## config.mk

```make
export PLATFORM = sky130hd
export DESIGN_NAME = ct_ifu_spsram512x44_ctrl
export DESIGN_NICKNAME = d
export VERILOG_FILES = /design/src/rtl/ct_ifu_spsram512x44_ctrl.sv
export SDC_FILE = /design/constraint.sdc
export NUM_CORES = 1
export LEC_CHECK = 0
export CAP_MARGIN = 20
export CORE_AREA = 2 2 112 114
export DETAILED_ROUTE_END_ITERATION = 6
export DIE_AREA = 0 0 114 116
export PLACE_DENSITY = 0.73
export SLEW_MARGIN = 10
export SYNTH_ARGS = -nofsm -noshare
export SYNTH_HDL_FRONTEND = slang
export SYNTH_SLANG_ARGS = --single-unit
```

## constraint.sdc

```tcl
create_clock -name forever_cpuclk -period 2.2 [get_ports forever_cpuclk]
set_input_delay 0.33 -clock forever_cpuclk [delete_from_list [all_inputs] [get_ports forever_cpuclk]]
set_output_delay 0.33 -clock forever_cpuclk [all_outputs]
set_load 0.05 [all_outputs]
```

## src/rtl/ct_ifu_spsram512x44_ctrl.sv

```systemverilog
// rtl/ct_ifu_spsram512x44_ctrl.sv - initiator-side controller for a 512x44 single-port IFU SRAM
//
// Purpose:
//   Turns a valid/ready request stream into the SRAM pin protocol.
//   The SRAM pins are active-low CEN, active-low GWEN and a per-bit active-low WEN.
//   Read data comes back one cycle after the accept, with a registered valid and a hold register.
//   A hardware clear sweep writes INIT_DATA to every entry after reset and on flush.
//
// Ports:
//   forever_cpuclk   clock; also the SRAM clock
//   cpu_rst          synchronous reset, active-high
//   flush_req        one-cycle pulse that starts a clear sweep
//   init_busy        high while a clear sweep runs
//   req_vld/req_rdy  request handshake
//   req_wr           1 = write, 0 = read
//   req_addr         entry address
//   req_wdata        write data
//   req_wmask        per-bit write enable, 1 = write this bit
//   rsp_vld          one-cycle read data valid
//   rsp_data         read data; holds the last read value
//   sram_a           SRAM address pin
//   sram_cen         SRAM chip enable pin (active-low)
//   sram_gwen        SRAM global write enable pin (active-low)
//   sram_wen         SRAM per-bit write enable pins (active-low)
//   sram_d           SRAM data-in pins
//   sram_q           SRAM data-out pins

module ct_ifu_spsram512x44_ctrl #(
    parameter int                  ADDR_WIDTH  = 9,
    parameter int                  DATA_WIDTH  = 44,
    parameter int                  DEPTH       = 512,
    parameter logic [DATA_WIDTH-1:0] INIT_DATA = '0,
    parameter bit                  INIT_ON_RST = 1'b1
) (
    input  logic                  forever_cpuclk,
    input  logic                  cpu_rst,
    input  logic                  flush_req,
    output logic                  init_busy,
    input  logic                  req_vld,
    output logic                  req_rdy,
    input  logic                  req_wr,
    input  logic [ADDR_WIDTH-1:0] req_addr,
    input  logic [DATA_WIDTH-1:0] req_wdata,
    input  logic [DATA_WIDTH-1:0] req_wmask,
    output logic                  rsp_vld,
    output logic [DATA_WIDTH-1:0] rsp_data,
    output logic [ADDR_WIDTH-1:0] sram_a,
    output logic                  sram_cen,
    output logic                  sram_gwen,
    output logic [DATA_WIDTH-1:0] sram_wen,
    output logic [DATA_WIDTH-1:0] sram_d,
    input  logic [DATA_WIDTH-1:0] sram_q
);

    typedef enum logic {
        ST_INIT  = 1'b0,
        ST_READY = 1'b1
    } state_t;

    localparam state_t                RST_STATE = INIT_ON_RST ? ST_INIT : ST_READY;
    localparam logic [ADDR_WIDTH-1:0] LAST_ADDR = ADDR_WIDTH'(DEPTH - 1);

    state_t                  r_state;
    logic [ADDR_WIDTH-1:0]   r_cnt;
    logic                    r_rsp_vld;
    logic [DATA_WIDTH-1:0]   r_hold;

    logic                    w_acc;
    logic                    w_rd_acc;
    logic                    w_wr_acc;

    // Requests are refused in the flush cycle and while reset is held.
    assign req_rdy   = (r_state == ST_READY) & ~flush_req & ~cpu_rst;
    assign init_busy = (r_state == ST_INIT);

    assign w_acc    = req_vld & req_rdy;
    assign w_rd_acc = w_acc & ~req_wr;
    // A write with an all-zero mask is accepted but never reaches the macro.
    assign w_wr_acc = w_acc & req_wr & (|req_wmask);

    // The valid is gated by reset so that a response pending at reset is dropped.
    // The SRAM Q pins are passed straight through in the response cycle.
    assign rsp_vld  = r_rsp_vld & ~cpu_rst;
    assign rsp_data = rsp_vld ? sram_q : r_hold;

    always_comb begin
        sram_cen  = 1'b1;
        sram_gwen = 1'b1;
        sram_wen  = '1;
        sram_a    = '0;
        sram_d    = '0;
        if (!cpu_rst) begin
            if (r_state == ST_INIT) begin
                sram_cen  = 1'b0;
                sram_gwen = 1'b0;
                sram_wen  = '0;
                sram_a    = r_cnt;
                sram_d    = INIT_DATA;
            end else if (w_rd_acc) begin
                sram_cen = 1'b0;
                sram_a   = req_addr;
            end else if (w_wr_acc) begin
                sram_cen  = 1'b0;
                sram_gwen = 1'b0;
                sram_a    = req_addr;
                sram_d    = req_wdata;
                sram_wen  = ~req_wmask;
            end
        end
    end

    always_ff @(posedge forever_cpuclk) begin
        if (cpu_rst) begin
            r_state   <= RST_STATE;
            r_cnt     <= '0;
            r_rsp_vld <= 1'b0;
            r_hold    <= '0;
        end else begin
            r_rsp_vld <= w_rd_acc;
            if (r_rsp_vld) begin
                r_hold <= sram_q;
            end
            case (r_state)
                ST_INIT: begin
                    // A flush mid-sweep restarts the sweep from entry 0.
                    // This keeps the sweep length at DEPTH cycles from the last flush.
                    if (flush_req) begin
                        r_cnt <= '0;
                    end else if (r_cnt == LAST_ADDR) begin
                        r_state <= ST_READY;
                        r_cnt   <= '0;
                    end else begin
                        r_cnt <= r_cnt + 1'b1;
                    end
                end
                default: begin
                    if (flush_req) begin
                        r_state <= ST_INIT;
                        r_cnt   <= '0;
                    end
                end
            endcase
        end
    end

endmodule

```

; After elaboration in Yosys (flattened, before gate mapping)
; Index checks and enable logic that the tools add are counted.
[totals]
reg_bits = 55
input_bits = 146
elab_cells = 48
[op_classes]
n_bitwise = 12
n_addsub = 1
muxes = 28
reduce_logical = 1
eq_ne = 2
[ops]
columns = operator, count
row1 = 44-bit 2-to-1 mux, 9
row2 = 9-bit 2-to-1 mux, 8
row3 = 44-bit NOT, 1
row4 = 44-bit OR reduction, 1
row5 = 1-bit 2-to-1 mux, 11
row6 = 9-bit by 1-bit adder with 9-bit output (second input constant), 1
row7 = 9-bit equality test (second input constant), 1
row8 = 1-bit AND, 7
row9 = 1-bit NOT, 4
row10 = 2-bit != test (second input constant), 1

; Logic depth before layout (Yosys ltp)
[depth]
word_depth = 10
depth_mapped = 9
ltp_nobuf = 8

; Worst setup path after synthesis
; No wires, ideal clock.
[synth_path]
path_kind = reg-to-output
start = register r_state
end = output port sram_wen[10]
slack_ns = -0.007
stages_incl_launch_ff = 7
n_path_buf = 3
t_arrival_ns = 1.877
path_cell_list = dfxtp_1 -> buf_4 -> and4bb_1 -> and2_1 -> buf_2 -> buf_2 -> a21oi_1
[synth_via]
elab_chain_cells = 9
word_cells_on_any_way = 10
[synth_rtl]
columns = item, line
row1 = start: declaration, 63  ; state_t r_state;
row2 = start signal: assignment, 114  ; r_state <= RST_STATE;
row3 = start signal: assignment, 130  ; r_state <= ST_READY;
row4 = start signal: assignment, 138  ; r_state <= ST_INIT;
row5 = 1-bit AND (2 in series), 73  ; assign req_rdy = (r_state == ST_READY) & ~flush_req & ~cpu_rst;
row6 = 1-bit AND, 76  ; assign w_acc = req_vld & req_rdy;
row7 = 1-bit AND (2 in series), 79  ; assign w_wr_acc = w_acc & req_wr & (|req_wmask);
row8 = 44-bit 2-to-1 mux, 102  ; end else if (w_wr_acc) begin
row9 = 44-bit 2-to-1 mux, 99  ; end else if (w_rd_acc) begin
row10 = 44-bit 2-to-1 mux (*), 93  ; if (r_state == ST_INIT) begin
row11 = 44-bit 2-to-1 mux (*), 92  ; if (!cpu_rst) begin
row12 = end: declaration, 50  ; output logic [DATA_WIDTH-1:0] sram_wen,
; Mark *: on every way between the ends. The rest lies on a longest branch, timed or not.

; Final worst setup path
[layout_path]
start = input port req_wmask[7]
end = output port sram_a[2]
[layout_via]
elab_chain_cells = 6
[layout_rtl]
columns = item, line
row1 = start: declaration, 44  ; input logic [DATA_WIDTH-1:0] req_wmask,
row2 = 44-bit OR reduction, 79
row3 = 1-bit AND, 79
row4 = 9-bit 2-to-1 mux, 102
row5 = 9-bit 2-to-1 mux, 99
row6 = 9-bit 2-to-1 mux, 93
row7 = 9-bit 2-to-1 mux, 92
row8 = end: declaration, 47  ; output logic [ADDR_WIDTH-1:0] sram_a,
; Every way passes these cells.

==> impl_results.md <==
* Post-place setup slack at -0.467 ns
* Die area at 13200 um2
* PwrDens at 329 nW/um2
* Pin count of the biggest net entering global routing at 45
* Crit path launch type: primary input
* Post-synth top area cell: dfxtp_1
* Avg Synthesized Cell Area at 8.82 um2
* Hold Startpoint: r_hold[5]
* Layout Area Growth over Synthesis at 118%
* Synth warn at 0
* Initial antenna violation count at 2
* Final worst slack at 0.0171 ns
* Non-filler cells, final at 862
* Final hold vios at 0
* Placed Instance Area at 6990 um2
* Final GP Congestion at 0.964
* HP Class: flip-flop to flip-flop
* RR Startpoint: r_cnt[0]
* Critical Path Fanout Max at 5
* Util after Layout at 0.628
* Relative slew margins at 0.499
* Area occupied by registers at 1100 um2
* CTS tree: done
* Synth top area share at 0.321
* Reg2Reg Setup Slack at 0.14 ns
* Share of post-route cells with drive strength above 1 at 0.496
* Boundary Pins at 292
* Total CTS buffers at 5
* Sequential share of the synthesized area at 0.321
* Hold_buf cts at 0
* Grt ovf at 0
* Seq cells post-synth at 55
* Worst endpoint data arrival time at 1.85 ns
* Antenna-violating nets left at 0
* Die X at 114 um
* Vias after detailed routing at 4248
* CTS Root Cell: clkbuf_16
* Hold endpoint: r_hold[5]
* Worst EP required at 1.87 ns
* Final WL at 16900 um
* DRC at 0
* CP startpoint: req_wmask[7]
* LEAKAGE at 3.15 nW
* Worst R2R End: r_cnt[7]
* Design Area, Final at 7470 um2
* Placed Cells at 841
* Worst slew pin tran at 0.752 ns
* Outcome: finished, final reports clean
* Nets at 860
* Final setup vio count at 0
* Die Ht at 116 um
* VDD IR-drop max at 0.000257 V
* Unrepaired setup endpoints after global routing: yes
* Area of the multi-input gates at 2410 um2
* Port Buffers at 291
* Filler cells at 1025
* Vias/cell at 4.93
* Mapped Nets at 537
* Clock skew at 0.00740 ns
* Period utilisation layout at 0.992
* Distinct cells, synth at 29
* Clock Sinks at 55
* Routed length per placed instance at 19.6 um
* Clk_lat worst skew at 0.28 ns
* DR iter-0 viols at 297
* Top post-synthesis cells by area: dfxtp_1 (32%), mux2_2 (14%), mux2i_1 (13%)
* Starting Density at 0.288
* Max-slew violations at 0
* Clk slew on worst S/H paths at 0.07 ns
* Cell Area, Synth at 3430 um2
* TNS Setup at 0 ns
* Hold Crit Depth at 2
* DPL Wire Length at 13000 um
* Detailed Routing Iterations Pass 1 at 4
* Crit end category: output pin
* CTS Buffer Depth at 2
* FMAX at 0.458 GHz
* Vias in the first global route at 4465
* Worst setup path class: primary input to output pin
* Worst r2r path cells at 8
* Max cap viols at 0
* Tmin final at 2.18 ns
* Site row count at 40
* First-pass GRT wire length at 25100 um
* Core Area at 11900 um2
* Cell count after synthesis at 389
* Total track usage at 0.247
* H-tree depth at 2
[cells in the mapped netlist (all sizes together)]
library cell,count
nor2,56
dfxtp,55
a21oi,53
and2,46
mux2i,45
mux2,44
buf,21
clkbuf,13
nor4,12
a32o,10
o21ai,6
and3,5
nand2,3
nand3b,3
and4,2
ha,2
nor2b,2
or3,2
a31oi,1
a41oi,1
and4bb,1
inv,1
nand4,1
nor3,1
nor3b,1
or2,1
or4,1
[layout make-up]
cell class	instances	area share
repair buffers	349	0.483
multi-input cells	300	0.323
flip-flops and latches	55	0.147
well taps	147	0.0246
clock buffers	7	0.0191
clock inverters	1	0.00117
diodes	2	0.000670
inverters	1	0.000502
[how the worst max path moves through the flow]
stage              endpoint  slack (ns)  depth (start not counted)
4_1_cts          sram_d[11]       -0.03                         10
5_1_grt           sram_a[2]       -0.03                          8
3_5_place_dp      sram_a[8]       -0.47                          6
3_3_place_gp      sram_a[7]       -0.42                          6
6_report          sram_a[2]        0.02                          8
2_1_floorplan  sram_wen[10]      -0.007                          6
[worst max-delay path, cell delays in order]
cell	delay (ns)
buf_8	0.10
nor4_4	0.26
buf_4	0.15
and4_4	0.26
buf_6	0.12
nand4_4	0.14
a32o_2	0.33
buf_6	0.15
[where the power goes]
| part | switching, mW | internal (mW) |
|---|---|---|
| clock network | 0.340 | 0.456 |
| logic | 0.345 | 0.323 |
| registers | 0.00111 | 0.997 |
[per-stage QoR]
step           power [mW]  hold WS [ns]
2_1_floorplan        1.25         0.402
3_3_place_gp         1.68         0.469
3_5_place_dp         1.69         0.479
4_1_cts              2.48         0.499
5_1_grt              2.55         0.517
6_report             2.46         0.492
[registers in the layout, indices dropped and copies added (netlist names)]
name	count
r_cnt	9
r_hold	44
r_rsp_vld	1
r_state	1
[metal layers]
layer,part of all wire,up-vias,GRT usage
li1,-,2033,-
met1,0.40,1992,0.288
met2,0.50,192,0.437
met3,0.077,31,0.0711
met4,0.028,0,0.0797
met5,0,-,0
[timing repair]
action	in CTS	in global routing
pin swaps	27	11
endpoints found under the setup margin	88	60
gates resized for setup	159	60
setup buffers	11	0
gates cloned	4	0
[layout by cell type (no fill, tap or decap), drive strengths merged, types with 3 or more instances in the layout]
cell | netlist | layout
nand3b | 3 | 3
o21ai | 6 | 6
a21oi | 53 | 53
clkbuf | 13 | 14
mux2 | 44 | 44
a32o | 10 | 10
nand2 | 3 | 3
nor2 | 56 | 56
and3 | 5 | 5
dlygate4sd2 | 0 | 10
dfxtp | 55 | 55
and2 | 46 | 46
clkdlybuf4s50 | 0 | 97
buf | 21 | 221
mux2i | 45 | 45
nor4 | 12 | 12
clkdlybuf4s15 | 0 | 14
[logic make-up after synthesis]
kind of cell / count (synthesis) / share of synthesized area
flops: 55 / 0.321
buf+inv: 35 / 0.0554
simple gates: 137 / 0.217
compound gates: 71 / 0.124
mux: 89 / 0.276
fa+ha+maj: 2 / 0.00729
Power figures use the tool's default switching activity.
